--- src/rtl/ethernet_pkg.sv ---
// rtl/ethernet_pkg.sv - shared Ethernet datapath types and RMII dibit/byte defaults
package ethernet_pkg;

  localparam int RMII_LANE_W      = 2;
  localparam int RMII_GROUP_LANES = 4;

  typedef enum logic [1:0] {
    FILL_A = 2'd0,
    FILL_B = 2'd1,
    SEND_A = 2'd2,
    SEND_B = 2'd3
  } reorder_state_t;

endpackage

--- src/rtl/lane_reorder_if.sv ---
// rtl/lane_reorder_if.sv - lane stream in/out bundle for lane_reorder
interface lane_reorder_if
  import ethernet_pkg::*;
#(
  parameter int LANE_W = RMII_LANE_W
);

  logic              reverse;
  logic              axiiv;
  logic [LANE_W-1:0] axiid;
  logic              axiov;
  logic [LANE_W-1:0] axiod;
  logic              partial;

  modport master (
    output reverse, axiiv, axiid,
    input  axiov, axiod, partial
  );

  modport slave (
    input  reverse, axiiv, axiid,
    output axiov, axiod, partial
  );

endinterface

--- src/rtl/reorder_group_buf.sv ---
// rtl/reorder_group_buf.sv - one group of lane storage plus the reverse mode latched with slot 0
module reorder_group_buf
  import ethernet_pkg::*;
#(
  parameter int LANE_W      = RMII_LANE_W,
  parameter int GROUP_LANES = RMII_GROUP_LANES,
  localparam int IDX_W      = $clog2(GROUP_LANES)
) (
  input  logic              clk,
  input  logic              rst_n,
  input  logic              we,
  input  logic [IDX_W-1:0]  wr_idx,
  input  logic [LANE_W-1:0] wr_data,
  input  logic              wr_rev,
  input  logic [IDX_W-1:0]  rd_idx,
  output logic [LANE_W-1:0] rd_data,
  output logic              rev
);

  logic [LANE_W-1:0] mem [GROUP_LANES];

  // The mode belongs to the group, so it is captured only with the first lane.
  always_ff @(posedge clk or negedge rst_n) begin
    if (!rst_n) begin
      for (int i = 0; i < GROUP_LANES; i++) mem[i] <= '0;
      rev <= 1'b0;
    end else if (we) begin
      mem[wr_idx] <= wr_data;
      if (wr_idx == '0) rev <= wr_rev;
    end
  end

  assign rd_data = mem[rd_idx];

endmodule

--- src/rtl/lane_reorder.sv ---
// rtl/lane_reorder.sv - ping-pong lane-order converter: collects a group of lanes, re-emits it reversed or in order
module lane_reorder
  import ethernet_pkg::*;
#(
  parameter int LANE_W      = RMII_LANE_W,
  parameter int GROUP_LANES = RMII_GROUP_LANES
) (
  input  logic          clk,
  input  logic          rst_n,
  lane_reorder_if.slave bus
);

  localparam int               IDX_W = $clog2(GROUP_LANES);
  localparam logic [IDX_W-1:0] LAST  = IDX_W'(GROUP_LANES - 1);

  reorder_state_t    state, state_nxt;
  logic [IDX_W-1:0]  fill_cnt, send_cnt, rd_idx;
  logic              fill_into_a, sending, send_from_a;
  logic              complete, last_send, send_rev;
  logic              rev_a, rev_b;
  logic [LANE_W-1:0] rd_a, rd_b;
  logic [LANE_W-1:0] axiod_c;
  logic              axiov_c;
  logic              partial_q;

  assign fill_into_a = (state == FILL_A) || (state == SEND_B);
  assign sending     = (state == SEND_A) || (state == SEND_B);
  assign send_from_a = (state == SEND_A);
  assign complete    = bus.axiiv && (fill_cnt == LAST);
  assign last_send   = (send_cnt == LAST);
  assign send_rev    = send_from_a ? rev_a : rev_b;
  assign rd_idx      = send_rev ? (LAST - send_cnt) : send_cnt;

  reorder_group_buf #(
    .LANE_W      (LANE_W),
    .GROUP_LANES (GROUP_LANES)
  ) u_buf_a (
    .clk     (clk),
    .rst_n   (rst_n),
    .we      (bus.axiiv && fill_into_a),
    .wr_idx  (fill_cnt),
    .wr_data (bus.axiid),
    .wr_rev  (bus.reverse),
    .rd_idx  (rd_idx),
    .rd_data (rd_a),
    .rev     (rev_a)
  );

  reorder_group_buf #(
    .LANE_W      (LANE_W),
    .GROUP_LANES (GROUP_LANES)
  ) u_buf_b (
    .clk     (clk),
    .rst_n   (rst_n),
    .we      (bus.axiiv && !fill_into_a),
    .wr_idx  (fill_cnt),
    .wr_data (bus.axiid),
    .wr_rev  (bus.reverse),
    .rd_idx  (rd_idx),
    .rd_data (rd_b),
    .rev     (rev_b)
  );

  always_ff @(posedge clk or negedge rst_n) begin
    if (!rst_n) state <= FILL_A;
    else        state <= state_nxt;
  end

  // A group completing on the last send edge hands over with no idle cycle.
  always_comb begin
    state_nxt = state;
    case (state)
      FILL_A:  if (complete) state_nxt = SEND_A;
      FILL_B:  if (complete) state_nxt = SEND_B;
      SEND_A:  if (last_send) state_nxt = complete ? SEND_B : FILL_B;
      SEND_B:  if (last_send) state_nxt = complete ? SEND_A : FILL_A;
      default: state_nxt = FILL_A;
    endcase
  end

  always_comb begin
    axiov_c = sending;
    axiod_c = '0;
    if (sending) axiod_c = send_from_a ? rd_a : rd_b;
  end

  assign bus.axiov   = axiov_c;
  assign bus.axiod   = axiod_c;
  assign bus.partial = partial_q;

  // A gap in the middle of a group drops what was captured so far.
  always_ff @(posedge clk or negedge rst_n) begin
    if (!rst_n) begin
      fill_cnt  <= '0;
      partial_q <= 1'b0;
    end else begin
      partial_q <= !bus.axiiv && (fill_cnt != '0);
      if (bus.axiiv) fill_cnt <= complete ? '0 : fill_cnt + 1'b1;
      else           fill_cnt <= '0;
    end
  end

  always_ff @(posedge clk or negedge rst_n) begin
    if (!rst_n)       send_cnt <= '0;
    else if (sending) send_cnt <= last_send ? '0 : send_cnt + 1'b1;
    else              send_cnt <= '0;
  end

  // The filling buffer must never complete while the other is still mid-send.
  a_no_overflow: assert property (@(posedge clk) disable iff (!rst_n)
    !(sending && complete && !last_send));

endmodule
--- src/flat_wrapper.sv ---
// flat-port wrapper written by rule: the top's interface ports become plain ports
module lane_reorder_flat import ethernet_pkg::*;
#(
  parameter int LANE_W      = RMII_LANE_W,
  parameter int GROUP_LANES = RMII_GROUP_LANES
)
  (clk, rst_n, bus_reverse, bus_axiiv, bus_axiid, bus_axiov, bus_axiod, bus_partial);
  lane_reorder_if #(.LANE_W(LANE_W)) bus_i ();
  input  logic clk;
  input  logic rst_n;
  input wire logic [$bits(bus_i.reverse)-1:0] bus_reverse;
  input wire logic [$bits(bus_i.axiiv)-1:0] bus_axiiv;
  input wire logic [$bits(bus_i.axiid)-1:0] bus_axiid;
  output wire logic [$bits(bus_i.axiov)-1:0] bus_axiov;
  output wire logic [$bits(bus_i.axiod)-1:0] bus_axiod;
  output wire logic [$bits(bus_i.partial)-1:0] bus_partial;
  assign bus_i.reverse = bus_reverse;
  assign bus_i.axiiv = bus_axiiv;
  assign bus_i.axiid = bus_axiid;
  assign bus_axiov = bus_i.axiov;
  assign bus_axiod = bus_i.axiod;
  assign bus_partial = bus_i.partial;
  lane_reorder #(.LANE_W(LANE_W), .GROUP_LANES(GROUP_LANES)) u_core (.clk(clk), .rst_n(rst_n), .bus(bus_i));
endmodule
--- config.mk ---
export PLATFORM = sky130hd
export DESIGN_NAME = lane_reorder_flat
export DESIGN_NICKNAME = d
export VERILOG_FILES = /design/src/rtl/ethernet_pkg.sv /design/src/rtl/lane_reorder_if.sv /design/src/rtl/reorder_group_buf.sv /design/src/rtl/lane_reorder.sv /design/src/flat_wrapper.sv
export SDC_FILE = /design/constraint.sdc
export NUM_CORES = 1
export LEC_CHECK = 0
export ABC_AREA = 1
export ABC_CLOCK_PERIOD_IN_PS = 1600
export BUFFER_PORTS_ARGS = -buffer_cell sky130_fd_sc_hd__buf_4
export CORE_MARGIN = 2
export CORE_UTILIZATION = 58
export CTS_CLUSTER_DIAMETER = 120
export DETAILED_ROUTE_END_ITERATION = 10
export HOLD_SLACK_MARGIN = 0.12
export PLACE_DENSITY = 0.77
export SETUP_SLACK_MARGIN = 0.05
export SYNTH_ARGS = -nofsm -noshare
export SYNTH_HDL_FRONTEND = slang
export SYNTH_SLANG_ARGS = --single-unit
--- constraint.sdc ---
create_clock -name clk -period 1.6 [get_ports clk]
set_input_delay 0.08 -clock clk [delete_from_list [all_inputs] [get_ports clk]]
set_output_delay 0.08 -clock clk [all_outputs]
set_load 0.01 [all_outputs]
**Word level (Yosys, flattened, before mapping)**

Cells that the tools add are included.

- Multiplexer cells: 25
- Reductions and logical operators: 15
- Equal/unequal tests: 9
- $add $sub $neg: 3
- Order comparisons: 3
- Bitwise operators: 2

Operators by type and width:

| operator | count |
|---|---|
| 2-bit 2-to-1 mux | 18 |
| 8-bit bitwise mux | 2 |
| 2-bit binary-select mux with 2-bit select | 2 |
| 2-bit equality test, second input constant | 4 |
| 2-bit case mux with 4 select lines | 1 |
| 3-bit >= comparator, second input constant | 2 |
| 2-bit by 1-bit != test with 1-bit output, second input constant | 3 |
| 2-bit NOT with 3-bit output | 2 |
| 1-bit logical AND | 5 |
| 2-bit by 1-bit adder with 2-bit output, second input constant | 2 |
| 2-bit demux with 2-bit select | 1 |
| 2-bit zero test | 2 |
| 2-bit AND reduction | 2 |
| 4-bit AND reduction | 1 |
| 3-bit by 1-bit less-than comparator with 1-bit output, second input constant | 1 |
| 2-bit by 1-bit equality test with 1-bit output, second input constant | 1 |
| 1-bit zero test | 2 |
| 1-bit logical OR | 2 |
| 2-bit != test, second input constant | 1 |
| 2-bit nonzero test | 1 |
| 2-bit subtractor, first input constant | 1 |
| 1-bit 2-to-1 mux | 1 |

- Output and inout port bits: 4
- Bits of input ports: 6
- Word-level logic and storage cells: 71
- Flip-flop bits (word level): 25

**Depth between registers and ports, before layout**

Gate-level depths: netlist (run 1).

- Depth in word-level cells: 9
- Gate-level depth with buffers: 11

**Cells and area by module**

Synthesis (run 1) repeated with hierarchy kept, for this count alone.

- Cells, all modules: 199
- Area total of the unflattened synthesis: 1468.9 sq um

Modules (own cells, without submodules):

| module | area each (sq um) | cells an instance | instances |
|---|---|---|---|
| reorder_group_buf | 486.7 | 67 | 2 |
| lane_reorder | 495.5 | 65 | 1 |

**Worst setup path before layout (run 1)**

Ideal clock, no wire load.

- Kind: register to output
- Start: reg u_core.state[0]
- End: out bus_axiod[0]
- Cell stages (with the launch flop): 11
- Arrival time: 1.418 ns
- Required time: 1.520 ns
- Buffers on the path: 0
- Slack: 0.102 ns
- Cells stage by stage: dfrtp_1 > inv_1 > ha_1 > inv_1 > nand2_4 > nand3_1 > nand2_4 > inv_2 > nand3_1 > nand3_1 > nand2_1

- Word-level cells in the longest chain between the ends: 9
- Elaborated cells on any way between the ends: 14
- Classes of those cells: eq/ne (2); mux (10); bitwise (1); reduce/logical (1)

RTL lines:

| item | line | source |
|---|---|---|
| start: declaration | lane_reorder.sv:16 | `reorder_state_t state, state_nxt;` |
| start signal: assignment | lane_reorder.sv:66 | `else state <= state_nxt;` |
| 2-bit equality test | lane_reorder.sv:27, lane_reorder.sv:28 |  |
| 1-bit 2-to-1 mux | lane_reorder.sv:31 | `assign send_rev = send_from_a ? rev_a : rev_b;` |
| 2-bit 2-to-1 mux | lane_reorder.sv:32 | `assign rd_idx = send_rev ? (LAST - send_cnt) : send_cnt;` |
| 2-bit NOT with 3-bit output (not written as such) | reorder_group_buf.sv:33 | `assign rd_data = mem[rd_idx];` |
| 2-bit binary-select mux with 2-bit select | reorder_group_buf.sv:33 |  |
| 2-bit 2-to-1 mux (not written as such) (2 in series) | reorder_group_buf.sv:33 |  |
| 2-bit 2-to-1 mux | lane_reorder.sv:84 | `if (sending) axiod_c = send_from_a ? rd_a : rd_b;` |
| 2-bit 2-to-1 mux (*) | lane_reorder.sv:84 |  |
| end: declaration | flat_wrapper.sv:15 | `output wire logic [$bits(bus_i.axiod)-1:0] bus_axiod;` |

Mark *: on every way between the ends. The rest lies on a longest branch, timed or not. The select of a mux whose other input is x is not followed.

**Worst setup path after layout (run 1)**

- Start: reg u_core.state[0]
- End: out bus_axiod[1]

The elaborated chain is that of the path after synthesis.

==> flow_results.xml, run 1 <==
<?xml version="1.0" encoding="UTF-8"?>
<metrics>
  <group name="global_routing">
    <metric name="antenna_found_initial" unit="">0</metric>
    <metric name="grt_overflow_total" unit="">0</metric>
    <metric name="grt_pass1_wl" unit="um">5809</metric>
    <metric name="largest_net_degree_at_the_start_of_global_routing" unit="">26</metric>
    <metric name="global_route_usage_over_all_layers" unit="%">30.34</metric>
    <metric name="grt.met3_usage" unit="%">5.460</metric>
    <metric name="global_route_hottest_layer" unit="">met2</metric>
    <metric name="grt_pass1_vias" unit="">1265</metric>
    <metric name="grt_util_met1" unit="%">37.67</metric>
    <metric name="met2_usage" unit="%">50.42</metric>
  </group>
  <group name="synthesis">
    <metric name="synthCells" unit="">157</metric>
    <metric name="yosys_warnings" unit="">0</metric>
    <metric name="synth_cell_types" unit="">14</metric>
    <metric name="synth_seq_area_share" unit="%">47.17</metric>
    <metric name="postSynthAreaPerCell" unit="um2">8.448</metric>
    <metric name="synth_area" unit="um2">1326</metric>
    <metric name="synth_nets" unit="">173</metric>
    <metric name="ys_seq_elements" unit="">25</metric>
  </group>
  <group name="power">
    <metric name="irDropWorstVdd" unit="mV">1.494</metric>
    <metric name="power.leakage" unit="nW">0.9084</metric>
    <metric name="cellPowerDensity" unit="nW/um2">2239</metric>
  </group>
  <group name="worst_hold_path">
    <metric name="hold_path_depth" unit="">3</metric>
    <metric name="hold_path_end" unit="">u_core.u_buf_a.mem[2]</metric>
    <metric name="hold_path.startpoint" unit="">bus_axiid[0]</metric>
    <metric name="worstHoldPathType" unit="">input pin to flop</metric>
  </group>
  <group name="cts">
    <metric name="clkSlewWorstSetupHoldPaths" unit="ps">140</metric>
    <metric name="cts-root-buf" unit="">clkbuf_4</metric>
    <metric name="h-tree-depth" unit="">1</metric>
    <metric name="ctsLongestPathBuffers" unit="">2</metric>
    <metric name="cts_num_sinks" unit="">25</metric>
    <metric name="clk_latency" unit="ps">330</metric>
    <metric name="cts_tree" unit="">yes</metric>
    <metric name="number_of_buffers_created_by_cts" unit="">3</metric>
  </group>
  <group name="sta">
    <metric name="layout_setup_ws" unit="ps">-333.2</metric>
    <metric name="setup_viol_count_final" unit="">6</metric>
    <metric name="fin_worst_hold_slack" unit="ps">131.4</metric>
    <metric name="final.period_utilization" unit="%">120.8</metric>
    <metric name="timing.final.hold_violations" unit="">0</metric>
    <metric name="grt_setup_unrepaired" unit="">true</metric>
    <metric name="tns" unit="ps">-865.8</metric>
    <metric name="max_freq" unit="MHz">517.3</metric>
    <metric name="fin_worst_skew" unit="ps">4.001</metric>
    <metric name="maxSlewViolCount" unit="">0</metric>
    <metric name="post-route-min-period" unit="ps">1933</metric>
    <metric name="timing.slew.headroom" unit="%">78.23</metric>
    <metric name="worst_slew_pin_tran" unit="ps">326.6</metric>
  </group>
  <group name="placed_design">
    <metric name="gp_congestion" unit="">0.9384</metric>
    <metric name="numPortBuffers" unit="">9</metric>
    <metric name="dp.final_hpwl" unit="um">2068</metric>
  </group>
  <group name="floorplanning">
    <metric name="rows" unit="">17</metric>
    <metric name="die_h" unit="um">51.82</metric>
    <metric name="starting_density_of_the_core" unit="%">60.54</metric>
    <metric name="design.die.area" unit="um2">2685</metric>
    <metric name="design.core.area" unit="um2">2191</metric>
    <metric name="floorplan.die.width" unit="um">51.82</metric>
    <metric name="io_pins" unit="">10</metric>
  </group>
  <group name="job">
    <metric name="maxCapViolCount" unit="">0</metric>
  </group>
  <group name="critical_path">
    <metric name="critical_path.endpoint_type" unit="">primary output</metric>
    <metric name="worstPathRequired" unit="ps">1520</metric>
    <metric name="reg2reg_to" unit="">u_core.u_buf_a.mem[7]</metric>
    <metric name="timing.critical_path.fanout_max" unit="">8</metric>
    <metric name="worst_r2r_startpoint" unit="">u_core.state[1]</metric>
    <metric name="cp_data_arrival_time" unit="ps">1850</metric>
    <metric name="worst-r2r-cell-count" unit="">8</metric>
    <metric name="reg2reg_slack" unit="ps">-30</metric>
    <metric name="setup.worst_path.class" unit="">flop to primary output</metric>
    <metric name="critical_path.startpoint_type" unit="">flop</metric>
  </group>
  <group name="drt">
    <metric name="drt_pass1_iterations" unit="">4</metric>
    <metric name="totalWireLength" unit="um">4355</metric>
    <metric name="initialDrtViolationCount" unit="">64</metric>
    <metric name="remaining_drc_errors" unit="">0</metric>
    <metric name="routedWlPerCell" unit="um">20.64</metric>
    <metric name="postRouteAntennaNets" unit="">0</metric>
    <metric name="detail_route.vias_per_cell" unit="">6.246</metric>
    <metric name="num_vias" unit="">1318</metric>
  </group>
  <group name="final_layout">
    <metric name="fillerInstances" unit="">99</metric>
    <metric name="syn_to_final_growth" unit="%">45.38</metric>
    <metric name="drive_above_1_share" unit="%">43.72</metric>
    <metric name="antenna_cells_inserted" unit="">0</metric>
    <metric name="fin_nets" unit="">200</metric>
  </group>
  <group name="run_status">
    <metric name="run_status" unit="">complete, but fails checks</metric>
    <metric name="violations_in_the_final_reports" unit="">negative setup slack</metric>
  </group>
</metrics>
## cells in the mapped netlist, drive strengths merged
master   n  area share (%)
nand3   38              15
nand2   33              11
dfrtp   25              47
o21ai   23             8.7
inv     19             5.4
ha      10             9.4
nor2     6             1.7
a21oi    1            0.38
buf      1            0.38
nor3     1            0.38
## metrics by stage
step           setup WS, ps  power (mW)  instance area, um2  util, %  std cells
2_1_floorplan         102.2       2.102                1326        -        157
3_3_place_gp          86.96       2.475                1446    66.02        196
3_5_place_dp          17.08       2.559                1446    66.02        196
4_1_cts              -212.6       3.484                1740    79.44        207
5_1_grt              -385.1       4.538                1928    88.01        211
6_report             -333.2       4.318                1928    88.01        211
## per-layer routing
metal	vias up	wire [um]
met1	637	1740
met5	-	0
met2	79	2079
li1	577	-
met4	0	203
met3	25	332
## registers in the layout, indices dropped and copies added (netlist names)
name and cells:
u_core.u_buf_a.mem 8, u_core.send_cnt 2, u_core.u_buf_b.mem 8, u_core.fill_cnt 2, u_core.state 2, u_core.u_buf_a.rev 1
u_core.bus.partial 1, u_core.u_buf_b.rev 1
## cell type report
class,count,area (um2),share of cell area (%)
sequential,25,625.6,32.45
tap,28,35.03,1.817
inverter,19,91.34,4.737
timing repair buffer,23,195.2,10.12
clock buffer,3,22.52,1.168
clock inverter,1,7.507,0.3894
multi-input combinational,112,950.9,49.32
## placed cells by master, fill, tap and decap left out
master	netlist	layout
o21ai_1	0	9
nor2_2	0	1
nand2_2	3	7
nor2_1	6	4
buf_4	0	16
dfrtp_1	25	25
o21ai_0	23	13
nand2_8	0	2
dlygate4sd3_1	0	3
nand3_1	35	8
a21oi_1	1	1
ha_4	0	3
inv_2	1	1
nor2_4	0	1
inv_1	18	14
nand2_1	28	18
ha_1	10	7
buf_6	0	4
nand3_2	3	21
o21ai_2	0	1
nand3_4	0	9
inv_8	0	2
inv_4	0	2
nand2_4	2	6
nor3_1	1	1
clkbuf_4	0	3
clkinvlp_4	0	1
## power by group
group / leakage [nW] / internal [mW] / switching (mW)
sequential: 0.317 / 0.888 / 0.278
clock: 0.0139 / 0.0959 / 0.204
combinational: 0.577 / 1.13 / 1.72
## worst max path at each step
stage,from,end
5_1_grt,u_core.state[0],bus_axiod[1]
6_report,u_core.state[0],bus_axiod[1]
4_1_cts,u_core.state[0],bus_axiod[1]
2_1_floorplan,u_core.state[0],bus_axiod[0]
3_5_place_dp,u_core.state[0],bus_axiod[0]
3_3_place_gp,u_core.state[0],bus_axiod[0]
## critical path: stages, from the launching register on
cell and delay (ps):
dfrtp_1 430, inv_2 90, ha_4 170, inv_4 60, nand2_8 90, nand2_4 70, nand2_4 100, nand3_1 150
nand3_4 100, nand3_2 90, nand2_2 70, buf_6 90
## logic make-up after synthesis
group / share of synthesized area, %
AND/OR/NAND/NOR: 28.58
flip-flops: 47.17
AO/OA/AOI/OAI: 9.056
buffers and inverters: 5.754
adder cells (fa/ha/maj): 9.434
## what timing repair did
item	in CTS	in global routing
pin swaps	12	17
endpoints found under the hold margin	30	0
setup endpoints to repair	5	16
buffers inserted	4	5
resized for setup	45	44
hold buffers	3	0
(Power assumes the default switching activity.)
==> run 2, diff against run 1 <==
Settings changed: CAP_MARGIN from default to 15, CORE_UTILIZATION 58 to 61, CTS_BUF_LIST from default to sky130_fd_sc_hd__clkbuf_4, PLACE_DENSITY 0.77 to 0.81, SETUP_SLACK_MARGIN 0.05 to 0.15.
==> run 2 against run 1 <==
  * The run now fails in 5_1_grt
  * Area after synthesis unchanged
  * Synthesized cell count unchanged
==> flow_results.xml, run 2 <==
<?xml version="1.0" encoding="UTF-8"?>
<metrics>
  <group name="floorplanning">
    <metric name="starting_density_of_the_core" unit="%">66.25</metric>
    <metric name="floorplan.die.width" unit="um">50.63</metric>
    <metric name="die_h" unit="um">50.63</metric>
    <metric name="io_pins" unit="">10</metric>
    <metric name="rows" unit="">16</metric>
  </group>
  <group name="synthesis">
    <metric name="synth.cells.most_frequent" unit="">nand3_1, nand2_1, dfrtp_1, o21ai_0, inv_1</metric>
    <metric name="yosysTopAreaCell" unit="">dfrtp_1</metric>
    <metric name="synth_nets" unit="">173</metric>
    <metric name="synthCells" unit="">157</metric>
    <metric name="yosys_warnings" unit="">0</metric>
    <metric name="synth_cell_types" unit="">14</metric>
    <metric name="synth.most_common_cell" unit="">nand3_1</metric>
    <metric name="netlist_top_cells_area" unit="">dfrtp_1, nand3_1, ha_1</metric>
    <metric name="ys_seq_elements" unit="">25</metric>
    <metric name="synth_seq_area_share" unit="%">47.17</metric>
    <metric name="fraction_of_post_synthesis_cell_area_in_the_top_cell_type_by_area" unit="%">47.17</metric>
    <metric name="synth_flop_cell" unit="">dfrtp_1</metric>
    <metric name="postSynthAreaPerCell" unit="um2">8.448</metric>
    <metric name="synth_enable_flop_cells" unit="">0</metric>
    <metric name="postSynth.asyncResetShare" unit="%">100.0</metric>
    <metric name="synth_area" unit="um2">1326</metric>
  </group>
  <group name="placed_design">
    <metric name="numPortBuffers" unit="">9</metric>
    <metric name="dp.final_hpwl" unit="um">2072</metric>
    <metric name="postPlaceCellArea" unit="um2">1450</metric>
    <metric name="gp_congestion" unit="">0.9080</metric>
  </group>
  <group name="run_status">
    <metric name="stop_error" unit="">[ERROR DPL-0038] Utilization greater than 100%, impossible to legalize</metric>
    <metric name="lastStage" unit="">5_1_grt</metric>
    <metric name="run_status" unit="">did not finish</metric>
  </group>
  <group name="cts">
    <metric name="ctsLongestPathBuffers" unit="">2</metric>
    <metric name="number_of_buffers_created_by_cts" unit="">3</metric>
    <metric name="cts_num_sinks" unit="">25</metric>
    <metric name="cts-root-buf" unit="">clkbuf_4</metric>
    <metric name="h-tree-depth" unit="">1</metric>
  </group>
  <group name="sta">
    <metric name="timing.repair.worst_endpoint_type" unit="">output port</metric>
    <metric name="crit_endpoint" unit="">bus_axiod[0]</metric>
  </group>
  <group name="global_routing">
    <metric name="largest_net_degree_at_the_start_of_global_routing" unit="">26</metric>
  </group>
</metrics>
[run 2: cells by family after synthesis]
| logic type | after synthesis | share of synthesized area [%] |
|---|---|---|
| fa+ha+maj | 10 | 9.434 |
| flops | 25 | 47.17 |
| buf+inv | 20 | 5.754 |
| compound gates | 24 | 9.056 |
| simple gates | 78 | 28.58 |
[run 2: what timing repair did]
item                                    CTS
gates resized for setup                  43
setup buffers                             4
endpoints found under the setup margin   13
endpoints found under the hold margin    30
hold buffers                              3
pin swaps                                11
[run 2: through the flow]
| step | setup TNS [ps] | setup slack [ps] | std cells |
|---|---|---|---|
| floorplan | 0 | 183.0 | 157 |
| global placement | 0 | 58.36 | 194 |
| detailed placement | -8.199 | -8.199 | 194 |
| CTS | -438.4 | -211.7 | 205 |
==> run 3, diff against run 2 <==
Settings changed: CORE_AREA from default to 2 2 63 65, CORE_MARGIN 2 to default, CORE_UTILIZATION 61 to default, CTS_BUF_LIST sky130_fd_sc_hd__clkbuf_4 to default, CTS_CLUSTER_DIAMETER 120 to default, DIE_AREA from default to 0 0 65 67, HOLD_SLACK_MARGIN 0.12 to default, PLACE_DENSITY 0.81 to default, PLACE_DENSITY_LB_ADDON from default to 0.15, SETUP_SLACK_MARGIN 0.15 to default.
==> run 3 against run 2 <==
  * The flow now finishes, with violations (negative setup slack)
==> flow_results.xml, run 3 (same netlist as run 1, synthesis figures left out) <==
<?xml version="1.0" encoding="UTF-8"?>
<metrics>
  <group name="final_layout">
    <metric name="sequential_standard_cell_area" unit="um2">625.6</metric>
    <metric name="syn_to_final_growth" unit="%">39.34</metric>
    <metric name="final_cell_mix" unit="">dfrtp_1, nand3_2, nand2_1, o21ai_0, inv_1</metric>
    <metric name="antenna_cells_inserted" unit="">0</metric>
    <metric name="multi_input_comb_area" unit="um2">883.3</metric>
    <metric name="most_frequent_standard_cell_in_the_layout_excluding_fill_and_tap_cells" unit="">dfrtp_1</metric>
    <metric name="layout_top_registers" unit="">u_core.u_buf_a.mem (8), u_core.u_buf_b.mem (8)</metric>
    <metric name="postLayoutCoreUtil" unit="%">51.25</metric>
    <metric name="fin_nets" unit="">194</metric>
    <metric name="drive_above_1_share" unit="%">38.42</metric>
    <metric name="final_design_area_no_fill" unit="um2">1848</metric>
    <metric name="post_layout_nonfiller_instances" unit="">225</metric>
    <metric name="fillerInstances" unit="">337</metric>
  </group>
  <group name="cts">
    <metric name="ctsLongestPathBuffers" unit="">2</metric>
    <metric name="clk_latency" unit="ps">270</metric>
    <metric name="cts-root-buf" unit="">clkbuf_8</metric>
    <metric name="cts_tree" unit="">yes</metric>
    <metric name="h-tree-depth" unit="">1</metric>
    <metric name="cts_num_sinks" unit="">25</metric>
    <metric name="number_of_buffers_created_by_cts" unit="">3</metric>
    <metric name="clkSlewWorstSetupHoldPaths" unit="ps">80</metric>
  </group>
  <group name="placed_design">
    <metric name="gp_congestion" unit="">0.8458</metric>
    <metric name="place_worst_setup_slack" unit="ps">25.77</metric>
    <metric name="place.detailed.instances" unit="">217</metric>
    <metric name="numPortBuffers" unit="">9</metric>
    <metric name="dp.final_hpwl" unit="um">2224</metric>
    <metric name="postPlaceCellArea" unit="um2">1479</metric>
  </group>
  <group name="job">
    <metric name="maxCapViolCount" unit="">0</metric>
  </group>
  <group name="sta">
    <metric name="worst_slew_pin_tran" unit="ps">336.7</metric>
    <metric name="timing.slew.headroom" unit="%">77.56</metric>
    <metric name="timing.final.hold_violations" unit="">0</metric>
    <metric name="post-route-min-period" unit="ps">1788</metric>
    <metric name="layout_setup_ws" unit="ps">-188.2</metric>
    <metric name="max_freq" unit="MHz">559.2</metric>
    <metric name="grt_setup_unrepaired" unit="">true</metric>
    <metric name="fin_worst_skew" unit="ps">4.262</metric>
    <metric name="final.period_utilization" unit="%">111.8</metric>
    <metric name="setup_viol_count_final" unit="">2</metric>
    <metric name="maxSlewViolCount" unit="">0</metric>
  </group>
  <group name="drt">
    <metric name="totalWireLength" unit="um">3222</metric>
    <metric name="detail_route.vias_per_cell" unit="">4.978</metric>
    <metric name="postRouteAntennaNets" unit="">0</metric>
    <metric name="drt_pass1_iterations" unit="">5</metric>
    <metric name="remaining_drc_errors" unit="">0</metric>
    <metric name="num_vias" unit="">1120</metric>
    <metric name="routedWlPerCell" unit="um">14.32</metric>
    <metric name="initialDrtViolationCount" unit="">90</metric>
  </group>
  <group name="critical_path">
    <metric name="setup.worst_path.class" unit="">flop to primary output</metric>
    <metric name="critical_path.startpoint_type" unit="">flop</metric>
    <metric name="timing.critical_path.fanout_max" unit="">8</metric>
    <metric name="worstPathRequired" unit="ps">1520</metric>
    <metric name="reg2reg_slack" unit="ps">50</metric>
    <metric name="critical_path.endpoint_type" unit="">primary output</metric>
    <metric name="cp_data_arrival_time" unit="ps">1710</metric>
  </group>
  <group name="floorplanning">
    <metric name="io_pins" unit="">10</metric>
    <metric name="floorplan.die.width" unit="um">65</metric>
    <metric name="rows" unit="">22</metric>
    <metric name="design.core.area" unit="um2">3606</metric>
    <metric name="die_h" unit="um">67</metric>
    <metric name="starting_density_of_the_core" unit="%">36.78</metric>
    <metric name="design.die.area" unit="um2">4355</metric>
  </group>
  <group name="run_status">
    <metric name="violations_in_the_final_reports" unit="">negative setup slack</metric>
    <metric name="run_status" unit="">complete, but fails checks</metric>
  </group>
  <group name="global_routing">
    <metric name="global_route_usage_over_all_layers" unit="%">16.88</metric>
    <metric name="grt_pass1_vias" unit="">1150</metric>
    <metric name="grt_overflow_total" unit="">0</metric>
    <metric name="grt_pass1_wl" unit="um">5375</metric>
    <metric name="largest_net_degree_at_the_start_of_global_routing" unit="">26</metric>
    <metric name="antenna_found_initial" unit="">0</metric>
  </group>
  <group name="power">
    <metric name="power.leakage" unit="nW">0.8789</metric>
    <metric name="power" unit="mW">3.860</metric>
    <metric name="irDropWorstVdd" unit="mV">0.5344</metric>
    <metric name="cellPowerDensity" unit="nW/um2">2089</metric>
  </group>
  <group name="worst_hold_path">
    <metric name="worstHoldPathType" unit="">input pin to flop</metric>
  </group>
</metrics>
## run 3: path summary, 6_finish.rpt
| kind | endpoint | depth (start not counted) | startpoint |
|---|---|---|---|
| setup / recovery | bus_axiod[1] | 10 | u_core.state[0] |
| hold reg to reg | u_core.fill_cnt[0] | 1 | u_core.fill_cnt[0] |
| setup reg to reg | u_core.u_buf_a.mem[2] | 7 | u_core.state[1] |
| max in group asynchronous | u_core.u_buf_b.mem[1] | 2 | rst_n |
| hold / removal | u_core.bus.partial | 2 | bus_axiiv |
| min in group asynchronous | u_core.send_cnt[0] | 2 | rst_n |
## run 3: where the power goes
part	leakage, nW	total [mW]	internal, mW	switching, mW
registers	0.317	1.14	0.890	0.251
logic	0.539	2.35	0.988	1.36
clock network	0.0228	0.370	0.178	0.192
total	0.879	3.86	2.06	1.80
## run 3: critical path, stage by stage (launching register included)
cell     delay [ps]
dfrtp_1         400
inv_2            90
ha_4            180
inv_4            60
nand2_8         100
nand3_4         150
nand3_2         130
nand3_2          80
nand3_2          70
nand2_2          50
buf_6           110
## run 3: what timing repair did
item,in CTS,in global routing
buffers inserted,3,0
hold buffers,1,0
endpoints found under the setup margin,3,18
pin swaps,13,12
endpoints found under the hold margin,25,0
gates resized for setup,44,24
## run 3: metrics by stage
step	setup TNS (ps)	hold WS [ps]
6_report	-369.1	66.99
5_1_grt	-612.4	78.35
4_1_cts	-327.7	12.52
3_5_place_dp	0	5.907
3_3_place_gp	0	3.058
2_1_floorplan	0	-215.6
## run 3: layout make-up
| class | count | share of cell area [%] |
|---|---|---|
| clock buffers | 4 | 2.437 |
| multi-input cells | 112 | 47.80 |
| well taps | 48 | 3.250 |
| flip-flops and latches | 25 | 33.85 |
| inverters | 19 | 4.401 |
| repair buffers | 17 | 8.260 |
## run 3: per-layer routing
layer / wire length, um / global-route usage [%] / vias up
li1: - / - / 566
met1: 1433 / 20.53 / 533
met2: 1656 / 30.03 / 17
met3: 77 / 2.027 / 4
met4: 54 / 7.181 / 0
met5: 0 / 0 / -
==> run 4, diff against run 3 <==
Settings changed: CORE_AREA 2 2 63 65 to default, CORE_MARGIN from default to 2, CORE_UTILIZATION from default to 30, DIE_AREA 0 0 65 67 to default.
==> run 4 against run 3 <==
  * The run still ends with negative setup slack left
  * Count of clock-buffer cells in the layout unchanged
  * Global-route usage down 2.4 points
  * Clock power grew 5.4%
  * Critical endpoint unchanged
  * Hold slack gained 17 ps
  * Critical path type unchanged
  * Register-to-register slack gained 50 ps
  * Largest cell class unchanged
  * Maximum frequency increased by 1.9%
==> flow_results.xml, run 4 (same netlist as run 1, synthesis figures left out) <==
<?xml version="1.0" encoding="UTF-8"?>
<metrics>
  <group name="run_status">
    <metric name="run_status" unit="">complete, but fails checks</metric>
    <metric name="violations_in_the_final_reports" unit="">negative setup slack</metric>
  </group>
  <group name="global_routing">
    <metric name="largest_net_degree_at_the_start_of_global_routing" unit="">26</metric>
    <metric name="grt_pass1_wl" unit="um">5589</metric>
    <metric name="antenna_found_initial" unit="">0</metric>
    <metric name="grt_overflow_total" unit="">0</metric>
    <metric name="global_route_usage_over_all_layers" unit="%">14.48</metric>
    <metric name="grt_pass1_vias" unit="">1126</metric>
  </group>
  <group name="final_layout">
    <metric name="sequential_standard_cell_area" unit="um2">625.6</metric>
    <metric name="syn_to_final_growth" unit="%">35.85</metric>
    <metric name="postLayoutCoreUtil" unit="%">41.96</metric>
    <metric name="multi_input_comb_area" unit="um2">844.6</metric>
    <metric name="fillerInstances" unit="">420</metric>
    <metric name="drive_above_1_share" unit="%">32.02</metric>
    <metric name="fin_nets" unit="">195</metric>
    <metric name="final_cell_mix" unit="">nand2_1, dfrtp_1, o21ai_0, nand3_1</metric>
    <metric name="final_design_area_no_fill" unit="um2">1802</metric>
    <metric name="antenna_cells_inserted" unit="">0</metric>
    <metric name="layout_top_registers" unit="">u_core.u_buf_a.mem (8), u_core.u_buf_b.mem (8)</metric>
  </group>
  <group name="placed_design">
    <metric name="numPortBuffers" unit="">9</metric>
    <metric name="place_worst_setup_slack" unit="ps">41.57</metric>
    <metric name="postPlaceCellArea" unit="um2">1491</metric>
    <metric name="dp.final_hpwl" unit="um">2363</metric>
    <metric name="gp_congestion" unit="">0.9726</metric>
  </group>
  <group name="critical_path">
    <metric name="most_used_cell_along_the_critical_path" unit="">nand3_2</metric>
    <metric name="setup.worst_path.class" unit="">flop to primary output</metric>
    <metric name="timing.critical_path.fanout_max" unit="">8</metric>
    <metric name="critical-path-max-stage-delay" unit="ps">400</metric>
    <metric name="critical_path.startpoint_type" unit="">flop</metric>
    <metric name="critical_path.endpoint_type" unit="">primary output</metric>
    <metric name="worst_r2r_startpoint" unit="">u_core.state[1]</metric>
    <metric name="worst-r2r-cell-count" unit="">7</metric>
    <metric name="reg2reg_slack" unit="ps">100</metric>
    <metric name="critical_path_depth" unit="">10</metric>
    <metric name="cp_data_arrival_time" unit="ps">1670</metric>
    <metric name="reg2reg_to" unit="">u_core.u_buf_a.rev</metric>
    <metric name="critical_path_buf_inv_count" unit="">3</metric>
    <metric name="crit_path_cell_trace" unit="">inv_2, ha_4, inv_4, nand2_8, nand3_4, nand3_1, nand3_2, nand3_2, nand2_1, buf_6</metric>
    <metric name="worstPathRequired" unit="ps">1520</metric>
    <metric name="path_delay_family" unit="">simple AND/OR/NAND/NOR gates</metric>
    <metric name="timing.critical_path.slowest_stage_cell" unit="">dfrtp_1</metric>
  </group>
  <group name="cts">
    <metric name="cts_tree" unit="">yes</metric>
    <metric name="clk_latency" unit="ps">270</metric>
    <metric name="h-tree-depth" unit="">1</metric>
    <metric name="cts_num_sinks" unit="">25</metric>
    <metric name="clkSlewWorstSetupHoldPaths" unit="ps">90</metric>
    <metric name="ctsLongestPathBuffers" unit="">2</metric>
    <metric name="cts-root-buf" unit="">clkbuf_8</metric>
    <metric name="number_of_buffers_created_by_cts" unit="">3</metric>
  </group>
  <group name="drt">
    <metric name="drt_pass1_iterations" unit="">4</metric>
    <metric name="num_vias" unit="">1129</metric>
    <metric name="routedWlPerCell" unit="um">14.57</metric>
    <metric name="totalWireLength" unit="um">3352</metric>
    <metric name="detail_route.vias_per_cell" unit="">4.909</metric>
    <metric name="remaining_drc_errors" unit="">0</metric>
    <metric name="initialDrtViolationCount" unit="">62</metric>
    <metric name="postRouteAntennaNets" unit="">0</metric>
  </group>
  <group name="sta">
    <metric name="max_freq" unit="MHz">569.9</metric>
    <metric name="final.period_utilization" unit="%">109.7</metric>
    <metric name="maxSlewViolCount" unit="">0</metric>
    <metric name="timing.slew.headroom" unit="%">77.10</metric>
    <metric name="setup_viol_count_final" unit="">3</metric>
    <metric name="fin_worst_skew" unit="ps">1.752</metric>
    <metric name="timing.final.hold_violations" unit="">0</metric>
    <metric name="grt_setup_unrepaired" unit="">true</metric>
    <metric name="post-route-min-period" unit="ps">1755</metric>
    <metric name="worst_slew_pin_tran" unit="ps">343.6</metric>
    <metric name="layout_setup_ws" unit="ps">-154.7</metric>
  </group>
  <group name="job">
    <metric name="maxCapViolCount" unit="">0</metric>
  </group>
  <group name="power">
    <metric name="cellPowerDensity" unit="nW/um2">2063</metric>
    <metric name="irDropWorstVdd" unit="mV">0.5218</metric>
    <metric name="power.leakage" unit="nW">0.8546</metric>
    <metric name="power" unit="mW">3.717</metric>
  </group>
  <group name="worst_hold_path">
    <metric name="worstHoldPathType" unit="">input pin to flop</metric>
    <metric name="hold_path_end" unit="">u_core.u_buf_b.rev</metric>
    <metric name="hold_path_depth" unit="">3</metric>
    <metric name="hold_path.startpoint" unit="">bus_reverse</metric>
  </group>
  <group name="floorplanning">
    <metric name="io_pins" unit="">10</metric>
    <metric name="design.die.area" unit="um2">4969</metric>
    <metric name="design.core.area" unit="um2">4294</metric>
    <metric name="starting_density_of_the_core" unit="%">30.89</metric>
    <metric name="rows" unit="">24</metric>
    <metric name="die_h" unit="um">70.49</metric>
    <metric name="floorplan.die.width" unit="um">70.49</metric>
  </group>
</metrics>
==> run 4: cell types whose count changed in the layout (fill, tap and decap cells not counted), moves of 3 or more <==
cell | before | now
nand3_2 | 24 | 14
nand3_1 | 9 | 17
buf_4 | 10 | 15
buf_6 | 6 | 2
nand2_1 | 21 | 25
nand2_2 | 5 | 2
==> run 4: routing by layer <==
metal	global-route usage [%]	wire, um
met2	24.32	1654
met5	0	0
met1	19.02	1519
met4	4.701	90
met3	2.165	87
==> run 4: worst register-to-register path, cell delays in order (launching register included) <==
cell and delay (ps):
dfrtp_1 430, buf_4 160, inv_1 130, ha_4 230, inv_2 150, nand3_4 130, nand2_1 80, o21ai_0 80
==> run 4: through the flow <==
| step | std cells | TNS, ps | hold slack, ps |
|---|---|---|---|
| CTS | 228 | -329.8 | 14.00 |
| global placement | 222 | 0 | 8.780 |
| finish | 230 | -333.6 | 83.90 |
| global route | 230 | -649.5 | 96.69 |
| detailed placement | 222 | 0 | 13.34 |
| floorplan | 157 | 0 | -215.6 |
==> run 4: layout make-up <==
| class | instances | area share (%) |
|---|---|---|
| Clock buffer | 4 | 2.500 |
| Multi-Input combinational cell | 112 | 46.87 |
| Timing Repair Buffer | 18 | 8.056 |
| Inverter | 19 | 4.236 |
| Tap cell | 52 | 3.611 |
| Sequential cell | 25 | 34.72 |
==> run 4: report_power, final <==
part,switching [mW],total (mW),internal (mW)
Combinational,1.28,2.20,0.917
Sequential,0.235,1.12,0.890
Clock,0.212,0.390,0.179
==> run 4: worst max-delay path by stage <==
stage | endpoint | startpoint
floorplan | bus_axiod[0] | u_core.state[0]
global placement | bus_axiod[1] | u_core.state[0]
detailed placement | bus_axiod[0] | u_core.state[0]
CTS | bus_axiod[0] | u_core.state[0]
global route | bus_axiod[1] | u_core.state[0]
finish | bus_axiod[1] | u_core.state[0]
==> run 4: what timing repair did <==
item | 4_1_cts | 5_1_grt
endpoints found under the setup margin | 3 | 17
cloned | 0 | 0
pin swaps | 7 | 3
setup buffers | 1 | 2
resized for setup | 25 | 26
endpoints found under the hold margin | 25 | 0
hold buffers | 1 | 0
